[src/rtl/operand_sequencer.sv]
// Operand sequencer: collects two operands from a valid/ready source, presents them
// to an external adder, registers the WIDTH+1 sum and offers it on a valid/ready sink.
module operand_sequencer #(
  parameter int WIDTH = 8
) (
  input  logic             clk,
  input  logic             rst,
  input  logic [WIDTH-1:0] in_data,
  input  logic             in_valid,
  output logic             in_ready,
  output logic [WIDTH-1:0] op_a,
  output logic [WIDTH-1:0] op_b,
  input  logic [WIDTH:0]   sum_in,
  output logic [WIDTH:0]   out_data,
  output logic             out_valid,
  input  logic             out_ready,
  output logic             busy
);

  typedef enum logic [1:0] {
    LOAD_A = 2'd0,
    LOAD_B = 2'd1,
    EXEC   = 2'd2,
    OUT    = 2'd3
  } state_t;

  state_t           state_reg;
  state_t           state_next;
  logic [WIDTH-1:0] op_a_reg;
  logic [WIDTH-1:0] op_b_reg;
  logic [WIDTH:0]   out_data_reg;
  logic             in_fire;
  logic             out_fire;

  // Handshake outputs depend only on the state register and reset, never on
  // in_valid/out_ready, so no combinational loop can form through the neighbours.
  always_comb begin
    state_next = state_reg;
    in_ready   = 1'b0;
    out_valid  = 1'b0;
    busy       = 1'b0;
    if (!rst) begin
      in_ready  = (state_reg == LOAD_A) || (state_reg == LOAD_B);
      out_valid = (state_reg == OUT);
      busy      = (state_reg != LOAD_A);
    end
    in_fire  = in_valid && in_ready;
    out_fire = out_valid && out_ready;
    case (state_reg)
      LOAD_A:  if (in_fire) state_next = LOAD_B;
      LOAD_B:  if (in_fire) state_next = EXEC;
      EXEC:    state_next = OUT;
      OUT:     if (out_fire) state_next = LOAD_A;
      default: state_next = LOAD_A;
    endcase
  end

  always_ff @(posedge clk) begin
    if (rst) begin
      state_reg    <= LOAD_A;
      op_a_reg     <= '0;
      op_b_reg     <= '0;
      out_data_reg <= '0;
    end else begin
      state_reg <= state_next;
      if (in_fire && state_reg == LOAD_A) op_a_reg <= in_data;
      if (in_fire && state_reg == LOAD_B) op_b_reg <= in_data;
      // The adder has had the whole EXEC cycle to settle on the held operands.
      if (state_reg == EXEC) out_data_reg <= sum_in;
    end
  end

  assign op_a     = op_a_reg;
  assign op_b     = op_b_reg;
  assign out_data = out_data_reg;

endmodule
[config.mk]
export PLATFORM = sky130hd
export DESIGN_NAME = operand_sequencer
export DESIGN_NICKNAME = d
export VERILOG_FILES = /design/src/rtl/operand_sequencer.sv
export SDC_FILE = /design/constraint.sdc
export NUM_CORES = 1
export LEC_CHECK = 0
export CORE_ASPECT_RATIO = 0.6
export CORE_MARGIN = 1.5
export CORE_UTILIZATION = 43
export CTS_CLUSTER_SIZE = 8
export DETAILED_ROUTE_END_ITERATION = 10
export PLACE_DENSITY = 0.82
export RECOVER_POWER = 25
export SETUP_SLACK_MARGIN = 0.3
export SLEW_MARGIN = 20
export SYNTH_ARGS = -nofsm -noshare
export SYNTH_HDL_FRONTEND = slang
export SYNTH_SLANG_ARGS = --single-unit
[constraint.sdc]
create_clock -name clk -period 2.6 [get_ports clk]
set_input_delay 0.26 -clock clk [delete_from_list [all_inputs] [get_ports clk]]
set_output_delay 0.26 -clock clk [all_outputs]
set_load 0.03 [all_outputs]
# ---- After elaboration in Yosys (flattened, before gate mapping)
# Cells that the tools add are included.
dict set report op_classes {
  n_bitwise 0
  n_shift 0
  multipliers 0
  muxes 7
  n_eq_ne 6
  n_addsub 0
  n_div 0
  n_lt_le_gt_ge 0
  reduce_logical 8
}
# cell n
set op_table {}
lappend op_table {{$pmux 2 s4} 1}
lappend op_table {{$mux 2} 3}
lappend op_table {{$ne 2x2->1 const B} 3}
lappend op_table {{$eq 2x2->1 const B} 2}
lappend op_table {{$logic_and 1x1->1} 4}
lappend op_table {{$mux 1} 3}
lappend op_table {{$reduce_and 3->1} 1}
lappend op_table {{$eq 2x1->1 const B} 1}
lappend op_table {{$logic_not 2->1} 1}
lappend op_table {{$reduce_bool 2->1} 1}
lappend op_table {{$logic_or 1x1->1} 1}
dict set report totals {
  wordCells 25
  latch_bits 0
  mem_count 0
  input_bits 21
  regBits 27
  rom_bits 0
  ram_bits 0
}

# ---- Longest topological paths before layout
dict set report depth {
  depth_word 6
  mapped_depth 6
  depth_no_buf 5
}

# ---- Worst setup path before layout
# OpenSTA, ideal clock, no wires.
dict set report synth_path {
  path_type {reg-to-output}
  from {reg state_reg[0]}
  to {out busy}
  arrival_time_ns 1.216
  t_required_ns 2.340
  setup_slack_ns 1.124
  stages_incl_launch_ff 5
  cell_sequence {dfxtp_1 -> inv_1 -> ha_1 -> buf_2 -> nor2_1}
}
dict set report synth_between {
  elab_chain_cells 2
}
# element line
set synth_lines {}
lappend synth_lines {{start, declared} 27} ;# state_t state_reg;
lappend synth_lines {{start signal, assigned} 65} ;# state_reg <= state_next;
lappend synth_lines {{$reduce_bool 2->1} 45} ;# busy = (state_reg != LOAD_A);
lappend synth_lines {{$mux 1} 42} ;# if (!rst) begin
lappend synth_lines {{end, declared} 17} ;# output logic busy
# No other way between the ends.

# ---- Worst setup path after layout
dict set report layout_path {
  from {reg state_reg[1]}
  to {out in_ready}
}
dict set report layout_between {
  elab_chain_cells 3
  word_cells_on_any_way 4
  cone_classes {eq/ne (1); mux (1); reduce/logical (2)}
}
# element line
set layout_lines {}
lappend layout_lines {{$eq 2x1->1 or $logic_not 2->1 (tied branches)} 43} ;# in_ready = (state_reg == LOAD_A) || (state_reg == LOAD_B);
lappend layout_lines {{$logic_or 1x1->1 (*)} 43}
lappend layout_lines {{$mux 1 (*)} 42}
lappend layout_lines {{end, declared} 10} ;# output logic in_ready,
# Every way passes the cells marked *; elsewhere a longest branch is shown, timed or not.

==> results.py <==
metrics = {
    "power": {
        "switching_share_pct": 38.4,
        "p_leak_nw": 0.585,
        "power_switching_uw": 546,
        "pwr-share-comb_pct": 46.4,
        "max-vdd-ir-drop_mv": 0.415,
        "seqPwrFrac_pct": 37.3,
        "power_frac_clock_pct": 16.2,
        "intPower_uw": 876,
        "powerDensity_nw_per_um2": 874,
    },
    "sta": {
        "setup_tns_ns": 0,
        "worstMarginPinSlew_ns": 0.601,
        "finClkSkew_ns": 0.00432,
        "max_slew_margin_pct": 59.9,
        "finalCritPeriodShare_pct": 82.3,
        "setup_viol": 0,
        "slew_violations": 0,
        "maxClockFrequency_ghz": 0.467,
        "fin_crit_ns": 2.14,
        "hold_viol": 0,
        "rsz0062_at_grt": "false",
    },
    "final_layout": {
        "antennaDiodeCount": 0,
        "area.growth.synth_to_final_pct": 49.4,
        "final_area_um2": 1630,
        "layout-drive-gt1-share_pct": 5.36,
        "fillers": 167,
        "fin_nets": 194,
        "largest_reg_flops": 9,
    },
    "logic_synthesis": {
        "synth-edff-count": 0,
        "synth_common_cells": "27 x dfxtp_1, 18 x nand2_1, 16 x a21oi_1, 16 x nand3_1",
        "syn_inst": 122,
        "ys_seq_area_share_pct": 49.6,
        "syn_avg_cell_area_um2": 8.93,
        "synthArstFlopShare_pct": 0,
        "synth_largest_area_cell": "dfxtp_1",
        "yosysTopAreaCellShare_pct": 49.6,
        "ys_ff_latch": 27,
        "synth_area_leaders": "dfxtp_1 50%, mux2i_1 10%, a21oi_1 7.3%, nand3_1 7.3%, nand2_1 6.2%",
        "syn_area_um2": 1090,
        "yosysWarnings": 0,
        "synth-main-ff-cell": "dfxtp_1",
        "synth_nets": 147,
        "synth_cell_types": 17,
        "yosys.cell_count.top_type": "dfxtp_1",
    },
    "clock_network": {
        "htree_levels": 1,
        "cts_hold_buf": 0,
        "clk_path_buf_depth": 2,
        "path_clk_slew_ns": 0.08,
        "insertion_delay_ns": 0.27,
        "root_buffer": "clkbuf_8",
        "cts_made_buffers": 3,
        "cts_sinks": 27,
        "cts_tree": "built",
    },
    "floorplanning": {
        "rows": 13,
        "die_y_um": 42.0,
        "core-area_um2": 2280,
        "io_pins": 49,
        "dieWidth_um": 68.0,
        "initial_utilization_pct": 47.9,
        "dieArea_um2": 2860,
    },
    "routing": {
        "ant_nets": 0,
        "wl_mm": 2.65,
        "vias": 997,
        "viasPerCell": 5.04,
        "route.detailed.drc": 0,
        "drt_iter0_markers": 67,
        "firstDrtPassIters": 5,
        "wl_per_cell_um": 13.4,
    },
    "critical_path": {
        "worst_ep_required_time_ns": 2.34,
        "slowest_stage": "clkdlybuf4s50_1",
        "cp-end-kind": "primary output",
        "critPathMaxStageDelay_ns": 0.67,
        "crit_fanout": 12,
        "arrival_ns": 1.88,
        "critPathLaunchType": "register",
        "path_cells": "inv_1, ha_2, nor2_2, nor2_1, clkdlybuf4s50_1",
        "critPathKind": "reg -> out",
    },
    "min_path": {
        "hp-class": "reg -> reg",
    },
    "place": {
        "gp_congestion": 0.815,
        "port_buffers": 48,
        "detailed_place_hpwl_mm": 2.07,
        "place_area_um2": 1580,
    },
    "global_routing": {
        "grtUsageTotal_pct": 19.4,
        "antenna_found_initial": 0,
        "grt_pass1_wl_mm": 4.13,
        "grt_start_max_net_pins": 20,
        "overflow": 0,
        "grt_pass1_vias": 851,
    },
    "job": {
        "max_cap_violations": 0,
    },
    "outcome": {
        "outcome": "completed",
    },
}
## path summary, 6_finish.rpt
check | from | endpoint | slack (ns) | cells past startpoint
worst max-delay path | state_reg[1]$_SDFFE_PP0P_ | in_ready | 0.46 | 5
worst min-delay path | op_a[4]$_SDFFE_PP0P_ | op_a[4]$_SDFFE_PP0P_ | 0.46 | 2
worst max register to register | state_reg[0]$_SDFFE_PP0P_ | out_data[1]$_SDFFE_PP0P_ | 1.16 | 4
worst min register to register | op_a[4]$_SDFFE_PP0P_ | op_a[4]$_SDFFE_PP0P_ | 0.46 | 2
## per-stage QoR
step / hold WS, ns / util, % / cells / worst slack (ns) / total power [mW]
after floorplan: 0.407 / - / 122 / 1.12 / 0.961
after global placement: 0.441 / 69.3 / 194 / 0.726 / 1.16
after detailed placement: 0.453 / 69.3 / 194 / 0.646 / 1.19
after CTS: 0.465 / 71.3 / 198 / 0.344 / 1.42
after global routing: 0.482 / 71.5 / 198 / 0.311 / 1.50
final: 0.463 / 71.5 / 198 / 0.460 / 1.42
## placed cells by master (no fill, tap or decap), types with 2 or more instances in the layout
master           count
a21oi_1             16
buf_4                2
clkbuf_8             3
clkdlybuf4s50_1     47
dfxtp_1             27
ha_1                 2
ha_2                 2
inv_1                2
mux2i_1             11
nand2_1             18
nand2b_1             4
nand3_1             16
nor2_1              11
## logic make-up (layout without fill, tap and decap cells)
group	count (synthesis)	after routing	synth area share, %
flops	27	27	49.6
buf+inv	10	56	4.82
fa+ha+maj	4	4	4.59
mux	11	11	10.1
compound gates	18	18	9.41
simple gates	52	52	21.5
## power by group through the flow
stage                     Clock [mW]  Combinational [mW]  Sequential (mW)
after floorplan                    0               0.312            0.649
after global placement             0               0.631            0.533
after detailed placement           0               0.647            0.541
after CTS                      0.235               0.651            0.531
after global routing           0.257               0.706            0.541
final                          0.231               0.661            0.531
## per-layer routing
layer	vias up	part of all wire (%)	track usage, %	wire, um
met5	-	0	0	0
met4	0	1.7	6.40	46
met3	7	5.9	5.91	157
met2	36	44	26.4	1150
met1	452	49	28.6	1290
li1	502	-	-	-
## layout make-up
class                   instances  area, um^2  share of cell area (%)
flip-flops and latches         27         541                    33.2
multi-input cells              85         502                    30.8
repair buffers                 50         495                    30.4
clock buffers                   4        45.0                    2.77
well taps                      30        37.5                    2.31
inverters                       2        7.51                   0.461
## worst max-delay path, delay by kind of cell (launching register included)
family | cells | cell delay (ns)
buffers and inverters | 2 | 0.76
adders and majority gates | 1 | 0.32
and+or+nand+nor | 2 | 0.18
DFF | 1 | 0.35
## timing repair
item / in CTS / in global routing
endpoints found under the setup margin: 0 / 1
buffers inserted: 0 / 0
gates resized for setup: 0 / 2
Power figures use the tool's default switching activity.
